`config.mk`:
```
export PLATFORM = sky130hd
export DESIGN_NAME = collision_scheduler
export DESIGN_NICKNAME = d
export VERILOG_FILES = /design/src/rtl/collision_scheduler_pkg.sv /design/src/rtl/collision_scheduler_box_overlap.sv /design/src/rtl/collision_scheduler.sv
export SDC_FILE = /design/constraint.sdc
export NUM_CORES = 1
export LEC_CHECK = 0
export CAP_MARGIN = 10
export CORE_MARGIN = 4
export CORE_UTILIZATION = 40
export CTS_BUF_LIST = sky130_fd_sc_hd__clkbuf_4 sky130_fd_sc_hd__clkbuf_8
export DETAILED_ROUTE_END_ITERATION = 8
export DONT_BUFFER_PORTS = 1
export REMOVE_ABC_BUFFERS = 1
export SYNTH_ARGS = -nofsm -noshare
export SYNTH_HDL_FRONTEND = slang
export SYNTH_SLANG_ARGS = --single-unit
export TNS_END_PERCENT = 30
```
`constraint.sdc`:
```
create_clock -name clk -period 3.3 [get_ports clk]
set_input_delay 0.825 -clock clk [delete_from_list [all_inputs] [get_ports clk]]
set_output_delay 0.825 -clock clk [all_outputs]
set_load 0.005 [all_outputs]
```
`src/rtl/collision_scheduler_pkg.sv`:
```
// Shared game package: default geometry and the scheduler state encoding.
package collision_scheduler_pkg;

  localparam int DEF_COORD_W    = 10;
  localparam int DEF_PAC_SIZE   = 16;
  localparam int DEF_GHOST_SIZE = 16;
  localparam int DEF_NUM_GHOSTS = 4;

  typedef enum logic {
    IDLE = 1'b0,
    SCAN = 1'b1
  } state_t;

endpackage

```
`src/rtl/collision_scheduler_box_overlap.sv`:
```
// Strict axis-aligned bounding-box overlap test. Sums are one bit wider than
// the coordinates so boxes near the right/bottom edge of the field never wrap.
module box_overlap #(
  parameter int COORD_W = 10,
  parameter int A_SIZE  = 16,
  parameter int B_SIZE  = 16
) (
  input  logic [COORD_W-1:0] i_ax,
  input  logic [COORD_W-1:0] i_ay,
  input  logic [COORD_W-1:0] i_bx,
  input  logic [COORD_W-1:0] i_by,
  output logic               o_hit
);

  localparam logic [COORD_W:0] A_W = (COORD_W+1)'(A_SIZE);
  localparam logic [COORD_W:0] B_W = (COORD_W+1)'(B_SIZE);

  logic [COORD_W:0] w_ax, w_ay, w_bx, w_by;

  assign w_ax = {1'b0, i_ax};
  assign w_ay = {1'b0, i_ay};
  assign w_bx = {1'b0, i_bx};
  assign w_by = {1'b0, i_by};

  // Touching edges do not count: every comparison is strict.
  assign o_hit = (w_ax + A_W > w_bx) && (w_ax < w_bx + B_W) &&
                 (w_ay + A_W > w_by) && (w_ay < w_by + B_W);

endmodule

```
`src/rtl/collision_scheduler.sv`:
```
// Time-multiplexed collision controller: snapshots positions on frame_tick,
// sweeps one shared overlap checker across the ghosts one per clock, then
// publishes hit / eaten / death results with a one-cycle done pulse.
module collision_scheduler
  import collision_scheduler_pkg::*;
#(
  parameter int NUM_GHOSTS = DEF_NUM_GHOSTS,
  parameter int COORD_W    = DEF_COORD_W,
  parameter int PAC_SIZE   = DEF_PAC_SIZE,
  parameter int GHOST_SIZE = DEF_GHOST_SIZE
) (
  input  logic                          clk,
  input  logic                          rst,
  input  logic                          frame_tick,
  input  logic [COORD_W-1:0]            player_x,
  input  logic [COORD_W-1:0]            player_y,
  input  logic [NUM_GHOSTS*COORD_W-1:0] ghost_x,
  input  logic [NUM_GHOSTS*COORD_W-1:0] ghost_y,
  input  logic [NUM_GHOSTS-1:0]         frightened,
  output logic                          busy,
  output logic                          done,
  output logic [NUM_GHOSTS-1:0]         hit_vec,
  output logic [NUM_GHOSTS-1:0]         eaten_vec,
  output logic                          pac_death,
  output logic                          overrun
);

  localparam int                IDX_W    = (NUM_GHOSTS > 1) ? $clog2(NUM_GHOSTS) : 1;
  localparam logic [IDX_W-1:0]  LAST_IDX = IDX_W'(NUM_GHOSTS - 1);

  state_t                               r_state, w_state_nxt;
  logic   [IDX_W-1:0]                   r_idx;
  logic   [COORD_W-1:0]                 r_px, r_py;
  logic   [NUM_GHOSTS-1:0][COORD_W-1:0] r_gx, r_gy;
  logic   [NUM_GHOSTS-1:0]              r_fright;
  logic   [NUM_GHOSTS-1:0]              r_hit_acc, w_acc_nxt;
  logic   [NUM_GHOSTS-1:0]              r_hit_vec, r_eaten;
  logic                                 r_death, r_done, r_overrun;
  logic                                 w_start, w_last, w_hit;
  logic   [NUM_GHOSTS-1:0][COORD_W-1:0] w_gx_in, w_gy_in;

  assign w_gx_in = ghost_x;
  assign w_gy_in = ghost_y;

  // Single shared comparator, fed from the snapshot at the current index.
  box_overlap #(
    .COORD_W (COORD_W),
    .A_SIZE  (PAC_SIZE),
    .B_SIZE  (GHOST_SIZE)
  ) u_overlap (
    .i_ax  (r_px),
    .i_ay  (r_py),
    .i_bx  (r_gx[r_idx]),
    .i_by  (r_gy[r_idx]),
    .o_hit (w_hit)
  );

  // State register.
  always_ff @(posedge clk or negedge rst) begin
    if (!rst) r_state <= IDLE;
    else      r_state <= w_state_nxt;
  end

  // Next state plus start/last strobes for the datapath.
  always_comb begin
    w_state_nxt = r_state;
    w_start     = 1'b0;
    w_last      = 1'b0;
    case (r_state)
      IDLE: if (frame_tick) begin
        w_start     = 1'b1;
        w_state_nxt = SCAN;
      end
      SCAN: if (r_idx == LAST_IDX) begin
        w_last      = 1'b1;
        w_state_nxt = IDLE;
      end
      default: w_state_nxt = IDLE;
    endcase
  end

  // Accumulator with the current ghost's result merged in, so the publish
  // edge sees the last ghost too.
  always_comb begin
    w_acc_nxt        = r_hit_acc;
    w_acc_nxt[r_idx] = w_hit;
  end

  // Snapshot capture, sweep bookkeeping, result publish and overrun flag.
  always_ff @(posedge clk or negedge rst) begin
    if (!rst) begin
      r_idx     <= '0;
      r_px      <= '0;
      r_py      <= '0;
      r_gx      <= '0;
      r_gy      <= '0;
      r_fright  <= '0;
      r_hit_acc <= '0;
      r_hit_vec <= '0;
      r_eaten   <= '0;
      r_death   <= 1'b0;
      r_done    <= 1'b0;
      r_overrun <= 1'b0;
    end else begin
      r_done <= 1'b0;
      if (frame_tick && r_state == SCAN) r_overrun <= 1'b1;
      if (w_start) begin
        r_px      <= player_x;
        r_py      <= player_y;
        r_gx      <= w_gx_in;
        r_gy      <= w_gy_in;
        r_fright  <= frightened;
        r_hit_acc <= '0;
        r_idx     <= '0;
      end
      if (r_state == SCAN) begin
        r_hit_acc <= w_acc_nxt;
        r_idx     <= r_idx + IDX_W'(1);
      end
      if (w_last) begin
        r_idx     <= '0;
        r_hit_vec <= w_acc_nxt;
        r_eaten   <= w_acc_nxt & r_fright;
        r_death   <= |(w_acc_nxt & ~r_fright);
        r_done    <= 1'b1;
      end
    end
  end

  assign busy      = (r_state == SCAN);
  assign done      = r_done;
  assign hit_vec   = r_hit_vec;
  assign eaten_vec = r_eaten;
  assign pac_death = r_death;
  assign overrun   = r_overrun;

endmodule

```
==> out/qor.yml <==
ys_warn_count: 0
p_per_area_mw_per_mm2: 1190
ff_latch_area_mm2: 0.00303
areaGrowthSynthToFinish_pct: 13.5
clk_pin_slew_worst_paths_ns: 0.08
rsz0062_at_grt: "true"
ys_seq_elements: 121
vias: 4716
drv_slew: 0
required_ns: 3.65
setup_viol: 0
setup.worst_path.start_class: "flip-flop"
grt_pass1_vias: 4823
hold_class: "in2async"
place.gp.congestion: 0.822
place_inst: 890
grt_start_max_net_pins: 122
whs_ns: 0.0762
tritoncts: "built"
start_util_pct: 41.3
die_h_um: 134
overflow: 0
met2_length_um: 7080
final_cell_mix: "nand2_1 (312), dfrtp_1 (120), ha_1 (38)"
fill_cells: 1509
fin_crit_ns: 3.19
multi_input_area_mm2: 0.00318
finalPower_mw: 8.62
synth_edf_count: 0
num_rows: 45
top_layer_used: "met4"
wirelength_um: 15000
postLayoutCellArea_mm2: 0.00724
num_antenna_cells: 0
tightest_slew_ns: 1.04
reg2reg_depth: 11
drt_iter0_drc: 270
ys_seq_area_share_pct: 47.5
worstSetupPathType: "reg2reg"
skew_ns: 0.0104
vias_per_cell: 5.07
hpwl_um: 10700
status: "completed"
syn_area_per_cell_um2: 9.16
period_share_pct: 96.7
cts.sinks: 121
rrSetupSlack_ns: 0.11
antenna_found_initial: 0
postRouteAntennaNets: 0
port_buffers: 0
relSlewSlack_pct: 30.6
layout_commonest_cell: "nand2_1"
timing.fmax_mhz: 313
drcViolationCount: 0
root_buffer: "clkbuf_8"
wl_met1_um: 6990
leakage_nw: 3.57
avgRoutedWirePerCell_um: 16.1
core_mm2: 0.0154
syn_inst: 696
r2r-start: "r_idx[0]"
cp-end-kind: "flip-flop"
tns_ns: 0
cap_violations: 0
met3_length_um: 710
crit_fanout: 7
cts-buffers-inserted: 17
layout-drive-gt1-share_pct: 14.7
grt_first_pass_wirelength_um: 24400
die_x_um: 134
synthArstFlopShare_pct: 100
clk_latency_ns: 0.45
track_usage_pct: 17.2
io_pins: 119
crit_arrival_ns: 3.54
synth_top_area_share_pct: 47.5
synth_area_mm2: 0.00638
nNetsFinal: 854
cts_max_level: 4
final-instance-count-excl-fill: 931
yosys.area.top_type: "dfrtp_1"
ys_types: 52
die_area_mm2: 0.0180
clock_tree.buffer_depth: 2
reg2reg_to: "eaten_vec[1]"
dpl_cell_area_mm2: 0.00665
ir_worst_vdd_mv: 0.498
synth_top_flop_cell: "dfrtp_1"
yosys-top-cells-area: "dfrtp_1 (47%), nand2_1 (18%), ha_1 (7.8%), mux4_2 (6.0%), inv_1 (1.9%)"
hold_viol: 0
dr.pass1.iters: 4
[layer usage]
layer	up-vias	global-route usage (%)
met4	0	5.60
met1	2277	23.7
met2	108	26.5
met3	18	4.76
li1	2313	-
met5	-	0
[timing repair]
item,CTS,global route
pin swaps,1,10
setup buffers,1,8
gates resized for setup,4,21
hold buffers,0,0
setup endpoints to repair,10,10
[cells by family (layout without fill, tap and decap cells)]
kind of cell | after synthesis | after routing | synth area share, %
AO/OA/AOI/OAI | 64 | 64 | 7.49
AND/OR/NAND/NOR | 370 | 370 | 23.7
multiplexers | 21 | 21 | 7.16
XOR/XNOR | 16 | 16 | 2.20
adder cells (fa/ha/maj) | 40 | 40 | 7.85
flip-flops | 121 | 121 | 47.5
buffers and inverters | 64 | 88 | 4.14
[worst max-delay path: stages (launching register included)]
cell	delay, ns
dfrtp_2	0.40
buf_6	0.15
mux4_2	0.57
ha_4	0.20
and3_4	0.15
xnor2_2	0.12
ha_1	0.34
a2111oi_4	0.35
buf_4	0.16
a21oi_2	0.06
nand4b_4	0.27
o41ai_2	0.33
[final cells by class]
cell class	instances	area share [%]
Clock buffer	20	3.63
Clock inverter	12	2.07
Inverter	33	1.71
Multi-Input combinational cell	511	44.0
Sequential cell	121	41.8
Tap cell	211	3.65
Timing Repair Buffer	23	3.16
[per-stage QoR]
step	setup WS, ns	util (%)
CTS	0.0000142	45.9
global placement	0.0626	43.1
floorplan	-1.47	-
finish	0.107	46.9
detailed placement	-0.163	43.1
global route	-0.0767	46.9
[how the worst max path moves through the flow]
stage,slack (ns),end,from,cells past startpoint
after global routing,-0.08,eaten_vec[1],r_idx[0],12
after floorplan,-1.47,r_fright[0],frame_tick,2
after global placement,0.06,eaten_vec[0],r_idx[0],11
after detailed placement,-0.16,eaten_vec[1],r_idx[0],11
after CTS,0.00001,eaten_vec[1],r_idx[0],11
final,0.11,eaten_vec[1],r_idx[0],11
[registers in the layout (all words and copies together) (netlist names)]
register	flops
busy	1
done	1
eaten_vec	4
hit_vec	4
overrun	1
pac_death	1
r_fright	4
r_gx	40
r_gy	40
r_hit_acc	3
r_idx	2
r_px	10
r_py	10
[power breakdown]
part           internal [mW]  leakage, nW  switching (mW)  total [mW]
logic                   2.16         1.86            2.43        4.59
registers               2.16         1.51           0.482        2.64
clock network          0.779        0.205           0.607        1.39
[cells in the mapped netlist (3+ instances only)]
cell and n:
nor2_1 10, xnor2_1 14, o21a_1 5, o31ai_2 3, inv_1 33, a21oi_1 15
and3_1 5, o21ai_2 4, ha_1 40, nor2b_1 4, o21ai_0 11, o21ai_1 3
clkbuf_1 26, nand3_1 17, nand2_1 312, nand4_1 5, nand2b_1 3, o22ai_1 3
nor3_1 6, mux4_2 17, dfrtp_1 121
Note: power is estimated with default switching activity, not from simulation.
